--- src/rtl/meta_predictor_ctrl.sv ---
// Chooser (meta) table controller: post-reset init sweep, lookup/update arbitration
// of the single table port, and a FIFO of read-modify-write saturating updates.
//
// state  | meaning
// INIT   | sweeping every entry to weakly-local (2'b01)
// IDLE   | serving lookups; start an update when no lookup is taken
// UPD_RD | reading the entry at the FIFO head
// UPD_WR | computing the new counter; write goes out next cycle, head popped
module meta_predictor_ctrl #(
    parameter int IDX_W      = 10,
    parameter int FIFO_DEPTH = 4
) (
    input  logic             clk,
    input  logic             rst,
    input  logic             lookup_valid,
    input  logic [IDX_W-1:0] lookup_idx,
    output logic             lookup_ready,
    output logic             pred_valid,
    output logic [IDX_W-1:0] pred_idx,
    output logic             pred_use_global,
    input  logic             upd_valid,
    input  logic [IDX_W-1:0] upd_idx,
    input  logic             upd_global_correct,
    input  logic             upd_local_correct,
    output logic             upd_ready,
    output logic             init_done,
    output logic [IDX_W-1:0] tbl_addr,
    output logic             tbl_re,
    output logic             tbl_we,
    output logic [1:0]       tbl_wdata,
    input  logic [1:0]       tbl_rdata
);
    localparam int PW = $clog2(FIFO_DEPTH);

    typedef enum logic [1:0] {INIT, IDLE, UPD_RD, UPD_WR} state_t;

    state_t           state, state_nxt;
    logic [IDX_W:0]   sweep_cnt;
    logic             re_nxt, we_nxt, lk_nxt;
    logic [IDX_W-1:0] addr_nxt;
    logic [1:0]       wdata_nxt;
    logic [1:0]       upd_new;

    logic [IDX_W-1:0] q_idx [FIFO_DEPTH];
    logic             q_g   [FIFO_DEPTH];
    logic             q_l   [FIFO_DEPTH];
    logic [PW-1:0]    wr_ptr, rd_ptr;
    logic [PW:0]      occ;
    logic             full, empty, push, pop, lookup_acc;

    // lookup pipeline: rd_* aligned with tbl_re, dat_* aligned with tbl_rdata
    logic             rd_lk, dat_lk;
    logic [IDX_W-1:0] dat_idx;

    assign full         = (occ == (PW+1)'(FIFO_DEPTH));
    assign empty        = (occ == '0);
    assign lookup_ready = (state == IDLE) && !full;
    assign upd_ready    = init_done && !full;
    assign lookup_acc   = lookup_valid && lookup_ready;
    assign push         = upd_valid && upd_ready;
    assign pop          = (state == UPD_WR);

    always_comb begin
        upd_new = tbl_rdata;
        if (q_g[rd_ptr] && !q_l[rd_ptr]) begin
            upd_new = (tbl_rdata == 2'b11) ? 2'b11 : tbl_rdata + 2'b01;
        end else if (q_l[rd_ptr] && !q_g[rd_ptr]) begin
            upd_new = (tbl_rdata == 2'b00) ? 2'b00 : tbl_rdata - 2'b01;
        end
    end

    // Table-port outputs are registered, so this decodes what drives next cycle.
    always_comb begin
        state_nxt = state;
        re_nxt    = 1'b0;
        we_nxt    = 1'b0;
        lk_nxt    = 1'b0;
        addr_nxt  = '0;
        wdata_nxt = 2'b00;
        case (state)
            INIT: begin
                if (sweep_cnt[IDX_W]) begin
                    state_nxt = IDLE;
                end else begin
                    we_nxt    = 1'b1;
                    addr_nxt  = sweep_cnt[IDX_W-1:0];
                    wdata_nxt = 2'b01;
                end
            end
            IDLE: begin
                if (lookup_acc) begin
                    re_nxt   = 1'b1;
                    lk_nxt   = 1'b1;
                    addr_nxt = lookup_idx;
                end else if (!empty) begin
                    state_nxt = UPD_RD;
                    re_nxt    = 1'b1;
                    addr_nxt  = q_idx[rd_ptr];
                end
            end
            UPD_RD: state_nxt = UPD_WR;
            UPD_WR: begin
                state_nxt = IDLE;
                we_nxt    = 1'b1;
                addr_nxt  = q_idx[rd_ptr];
                wdata_nxt = upd_new;
            end
            default: state_nxt = INIT;
        endcase
    end

    always_ff @(posedge clk or posedge rst) begin
        if (rst) begin
            state           <= INIT;
            sweep_cnt       <= '0;
            init_done       <= 1'b0;
            tbl_re          <= 1'b0;
            tbl_we          <= 1'b0;
            tbl_addr        <= '0;
            tbl_wdata       <= 2'b00;
            rd_lk           <= 1'b0;
            dat_lk          <= 1'b0;
            dat_idx         <= '0;
            pred_valid      <= 1'b0;
            pred_idx        <= '0;
            pred_use_global <= 1'b0;
        end else begin
            state     <= state_nxt;
            tbl_re    <= re_nxt;
            tbl_we    <= we_nxt;
            tbl_addr  <= addr_nxt;
            tbl_wdata <= wdata_nxt;
            rd_lk     <= lk_nxt;
            dat_lk    <= rd_lk;
            dat_idx   <= tbl_addr;
            if (state == INIT) begin
                if (sweep_cnt[IDX_W]) begin
                    init_done <= 1'b1;
                end else begin
                    sweep_cnt <= sweep_cnt + (IDX_W+1)'(1);
                end
            end
            pred_valid <= dat_lk;
            if (dat_lk) begin
                pred_idx        <= dat_idx;
                pred_use_global <= tbl_rdata[1];
            end
        end
    end

    always_ff @(posedge clk or posedge rst) begin
        if (rst) begin
            wr_ptr <= '0;
            rd_ptr <= '0;
            occ    <= '0;
        end else begin
            if (push) wr_ptr <= wr_ptr + PW'(1);
            if (pop)  rd_ptr <= rd_ptr + PW'(1);
            if (push && !pop)      occ <= occ + (PW+1)'(1);
            else if (pop && !push) occ <= occ - (PW+1)'(1);
        end
    end

    always_ff @(posedge clk) begin
        if (push) begin
            q_idx[wr_ptr] <= upd_idx;
            q_g[wr_ptr]   <= upd_global_correct;
            q_l[wr_ptr]   <= upd_local_correct;
        end
    end
endmodule

--- config.mk ---
export PLATFORM = sky130hd
export DESIGN_NAME = meta_predictor_ctrl
export DESIGN_NICKNAME = d
export VERILOG_FILES = /design/src/rtl/meta_predictor_ctrl.sv
export SDC_FILE = /design/constraint.sdc
export NUM_CORES = 1
export LEC_CHECK = 0
export BUFFER_PORTS_ARGS = -buffer_cell sky130_fd_sc_hd__clkbuf_2
export CORE_MARGIN = 5
export CORE_UTILIZATION = 57
export DETAILED_ROUTE_END_ITERATION = 7
export PLACE_DENSITY = 0.8
export SYNTH_ARGS = -nofsm -noshare
export SYNTH_HDL_FRONTEND = slang
export SYNTH_SLANG_ARGS = --single-unit
--- constraint.sdc ---
create_clock -name clk -period 3.23 [get_ports clk]
set_clock_uncertainty 0.15 [all_clocks]
set_input_delay 0.1615 -clock clk [delete_from_list [all_inputs] [get_ports clk]]
set_output_delay 0.1615 -clock clk [all_outputs]
set_load 0.005 [all_outputs]
-- Word level (Yosys, flattened, before mapping)
Memories as Yosys holds them, arrays and structs flattened.
Cells that the tools add are included.
W data, S select, Z words.
- bitwise operators: 1
- equality and inequality tests: 8
- muxes and demuxes: 26
- reductions and logical operators: 20
- add/subtract/negate cells: 7
- operators with widths (operator ; count):
    $mux W10 ; 3
    $pmux W10 S3 ; 1
    $mux W2 ; 7
    $add A11 B1 Y11 const B ; 1
    $mux W11 ; 1
    $mux W1 ; 9
    $logic_and A1 B1 Y1 ; 8
    $pmux W2 S4 ; 1
    $add A2 B1 Y2 const B ; 3
    $eq A2 B2 Y1 const B ; 3
    $mux W3 ; 2
    $ne A2 B2 Y1 const B ; 3
    $logic_not A1 Y1 ; 5
    $logic_not A2 Y1 ; 2
    $pmux W2 S2 ; 1
    $reduce_and A2 Y1 ; 2
    $add A3 B1 Y3 const B ; 1
    $eq A3 B3 Y1 const B ; 1
    $logic_not A3 Y1 ; 1
    $reduce_and A3 Y1 ; 1
    $sub A3 B1 Y3 const B ; 1
    $eq A2 B1 Y1 const B ; 1
    $pmux W1 S2 ; 1
    $reduce_bool A2 Y1 ; 1
    2 further kinds ; 2
- memories kept: 3
- word-level logic and storage cells: 82
- bits in registers: 59
- output and inout bits: 29
- bits in writable memories: 48
- input port bits: 28
- memories (memory ; words ; width ; read ports ; clocked after memory_dff ; write ports ; line ; source):
    q_idx ; 4 ; 10 ; 1 ; 0 ; 1 ; 44 ; logic [IDX_W-1:0] q_idx [FIFO_DEPTH];
    q_g ; 4 ; 1 ; 1 ; 0 ; 1 ; 45 ; logic q_g [FIFO_DEPTH];
    q_l ; 4 ; 1 ; 1 ; 0 ; 1 ; 46 ; logic q_l [FIFO_DEPTH];

-- Longest topological paths before layout
- depth in word-level cells: 8
- gate-level depth with buffers: 9
- depth with buffers taken out: 8

-- Worst setup path after synthesis
No wires, ideal clock.
- path kind: flip-flop to flip-flop
- from: reg occ[0]
- to: reg occ[1]
- library setup time: 0.125 ns
- cell stages (with the launch flop): 8
- clock period less this slack: 2.380 ns
- path buffers: 1
- data required time: 2.955 ns
- slack: 0.850 ns
- data arrival time: 2.105 ns
- cell sequence: dfrtp_1 > or3b_1 > and3_1 > clkbuf_1 > ha_1 > inv_1 > fa_1 > mux2_2
- longest elaborated chain between the ends: 7
- elaborated cells between the ends (all ways): 12
- classes of those cells: add/sub: 2; eq/ne: 1; mux: 2; reduce/logical: 7
- RTL lines (what ; line ; source):
    start, declared ; 48 ; logic [PW:0] occ;
    start signal, assigned ; 159 ; if (push && !pop) occ <= occ + (PW+1)'(1);
    start signal, assigned ; 160 ; else if (pop && !push) occ <= occ - (PW+1)'(1);
    $eq A3 B3 Y1 * ; 55 ; assign full = (occ == (PW+1)'(FIFO_DEPTH));
    $logic_not A1 Y1 * ; 58 ; assign upd_ready = init_done && !full;
    $logic_and A1 B1 Y1 * ; 58 ;
    $logic_and A1 B1 Y1 * ; 60 ; assign push = upd_valid && upd_ready;
    net push ; 49 ; logic full, empty, push, pop, lookup_acc;
    $logic_not A1 Y1 ; 160 ;
    $logic_and A1 B1 Y1 ; 160 ;
    $reduce_bool A2 Y1 (no line) ; - ;
Mark *: on every way through the listed nets, which the timed path passes. The rest lies on a longest branch. The select of a mux whose other input is x is not followed.
A chain may end at the register's enable or synchronous reset.

-- Final worst setup path
- from: reg occ[0]
- to: reg occ[1]
- longest elaborated chain between the ends: 7
- elaborated cells between the ends (all ways): 12
- classes of those cells: add/sub: 2; eq/ne: 1; mux: 2; reduce/logical: 7
- RTL lines (what):
    parallel branches: the longest is 7 deep, another holds $sub A3 B1 Y3
Several ways; the timed one is not identified. The select of a mux whose other input is x is not followed.

==> metrics.cfg <==
[pwr]
power_density_nw_per_um2 = 748.3
leakagePower_nw = 2.159
ir_drop_mv = 0.3185

[grt]
track_usage_pct = 17.59
grt_pass1_wl_mm = 13.07
grt_max_degree = 41
grt_pass1_vias = 2560
overflow = 0
antenna_found_initial = 0

[die]
fp.dieH_microns = 96.84
num_io_pins = 57
start_util_pct = 58.94
dieArea_sq_um = 9377
rows = 31
dieWidth_microns = 96.84
coreArea_sq_um = 7292

[layout]
stdcell_area_sq_um = 5082
final.fill_count = 532
finish.utilization_pct = 69.70
diodes = 0
drive_gt1_share_pct = 30.46
final_common_cell = dfrtp_1
mostFrequentLayoutCells = dfrtp_1 (59), clkbuf_2 (57), edfxtp_1 (48)
fin_nets = 383
areaGrowthSynthToFinish_pct = 18.25
fin_cells = 447

[outcome]
status = finished, final reports clean

[timing]
hold_viol = 0
finalCritPeriodShare_pct = 76.07
rsz0062_at_grt = false
max_freq_mhz = 407.0
fin_tns_setup_ns = 0
min_period_ns = 2.457
drv_slew = 0
setup_viol = 0
slew_headroom_pct = 46.18
tightest_slew_ns = 0.8074

[clocking]
htreeDepth = 3
cts-root-buf = clkbuf_8
clk_latency_ns = 0.35
clkTransAtPathRegs_ns = 0.10
clock_path_buffers = 2
postCtsSetupBuffers = 0
hold_buffers = 25
cts.sinks = 107
numCtsBuffers = 9
cts_resized = 0
cts_tree = built

[synth]
synth_area_leaders = dfrtp_1 (34%), edfxtp_1 (34%), mux4_2 (6.8%)
netlist_instances = 260
synth_flop_cell = dfrtp_1
synth-edff-count = 48
ys_ff_latch = 107
synth_fp_nets = 300
synth_top_area_share_pct = 34.35
post_synth_instance_area_sq_um = 4298
synth.distinct_cells = 39
yosysSeqAreaShare_pct = 67.89
synth_area_per_cell_sq_um = 16.53
ys.warnings.count = 0
synthArstFlopShare_pct = 55.14
synth_top_area_cell = dfrtp_1

[drt]
drtPass1Iterations = 5
drt_iter0_drc = 101
ant_nets = 0
dr_total_vias = 2444
drt-total-wl_mm = 7.546
wl_per_cell_microns = 16.88
drcViolationCount = 0
viasPerCell = 5.468

[setup_path]
required_ns = 3.33
crit_end = occ[1]$_DFFE_PP0P_
reg2regPathDepth = 6
critPathLaunch = occ[0]$_DFFE_PP0P_
crit_fanout = 8
end_kind = flop
crit_slowest_cell = dfrtp_1
arrival_ns = 2.55
r2r-start = occ[0]$_DFFE_PP0P_
crit_path_max_incr_delay_ns = 0.46
path_class = flop to flop
r2r_end = occ[1]$_DFFE_PP0P_
start_kind = flop
path_cells = or3b_1 > and3_1 > ha_1 > inv_1 > fa_1 > mux2_2
rrSetupSlack_ns = 0.77

[place]
dpl.hpwl_mm = 5.321
dp.cells = 406
gp_congestion = 0.8169
place_area_sq_um = 4652
placement.io_buffers = 56

[run]
drv_cap = 0

[worst_hold_path]
hp-class = primary input to flop

## per-stage QoR
| step | total power, mW | hold WS, ns | setup slack (ns) |
|---|---|---|---|
| 6_report | 3.803 | 0.1037 | 0.7729 |
| 5_1_grt | 4.060 | 0.1041 | 0.6691 |
| 4_1_cts | 3.839 | 0.08463 | 0.7577 |
| 3_5_place_dp | 3.079 | 0.1847 | 0.7758 |
| 3_3_place_gp | 3.017 | 0.1826 | 0.8521 |
| 2_1_floorplan | 2.746 | 0.1104 | 0.8504 |
## cell families after synthesis
| logic type | synth area share, % |
|---|---|
| DFF | 67.89 |
| buffers and inverters | 2.474 |
| and+or+nand+nor | 5.648 |
| AOI/OAI and AO/OA | 5.502 |
| adders and majority gates | 3.668 |
| xor gates and xnor gates | 3.872 |
| muxes | 10.95 |
## how the worst min path moves through the flow
stage | endpoint | from | depth (start not counted) | slack (ns)
detailed placement | dat_lk$_DFF_PP0_ | rd_lk$_DFF_PP0_ | 0 | 0.18
global placement | dat_lk$_DFF_PP0_ | rd_lk$_DFF_PP0_ | 0 | 0.18
global route | tbl_wdata[0]$_DFF_PP0_ | tbl_rdata[0] | 3 | 0.10
floorplan | q_g[0]$_DFFE_PP_ | upd_global_correct | 0 | 0.11
CTS | tbl_wdata[0]$_DFF_PP0_ | tbl_rdata[0] | 3 | 0.08
finish | tbl_wdata[0]$_DFF_PP0_ | tbl_rdata[0] | 3 | 0.10
## routing by layer
layer,track usage (%),part of all wire [%],vias to the layer above
li1,-,-,1131
met1,22.43,42,1245
met2,29.14,52,61
met3,4.173,4.7,7
met4,7.019,1.1,0
met5,0,0,-
## flip-flops by register name, summed over array words and instances (netlist names)
signal and flops:
wr_ptr 2, init_done 1, pred_idx 10, occ 3, dat_idx 10, q_g 4, pred_use_global 1, state 2
tbl_we 1, sweep_cnt 11, q_l 4, rd_ptr 2, pred_valid 1, q_idx 40, tbl_re 1, dat_lk 1
tbl_addr 10, tbl_wdata 2, rd_lk 1
## cells in the mapped netlist, types with 2 or more instances
cell	instances
and3_1	3
o21a_1	2
and2_1	6
nand2_1	5
ha_1	11
inv_1	9
nor2_1	15
nor3_1	2
dfrtp_1	59
or3b_2	2
buf_6	3
mux2_2	13
o21ai_0	3
clkbuf_1	4
xnor2_1	13
nor2b_1	2
edfxtp_1	48
xor2_1	6
mux4_2	13
o2111ai_1	3
buf_2	4
a21o_1	2
nand4_1	6
mux2i_1	2
a222oi_1	10
## layout make-up
type | instances | area [sq um] | share of cell area (%)
multi-input cells | 132 | 1274 | 25.06
clock inverters | 3 | 20.02 | 0.3939
repair buffers | 84 | 553.0 | 10.88
clock buffers | 13 | 160.2 | 3.151
inverters | 9 | 33.78 | 0.6647
well taps | 99 | 123.9 | 2.437
flip-flops and latches | 107 | 2918 | 57.41
## worst max-delay path, delay by kind of cell, from the launching register on
family / cells / cell delay (ns)
mux: 1 / 0.27
buf+inv: 1 / 0.07
flops: 1 / 0.46
simple gates: 2 / 0.74
fa+ha+maj: 2 / 0.66
## power by group
part	internal, mW	switching (mW)
Sequential	1.69	0.220
Clock	0.329	0.411
Combinational	0.617	0.539
Note: power is estimated with default switching activity, not from simulation.
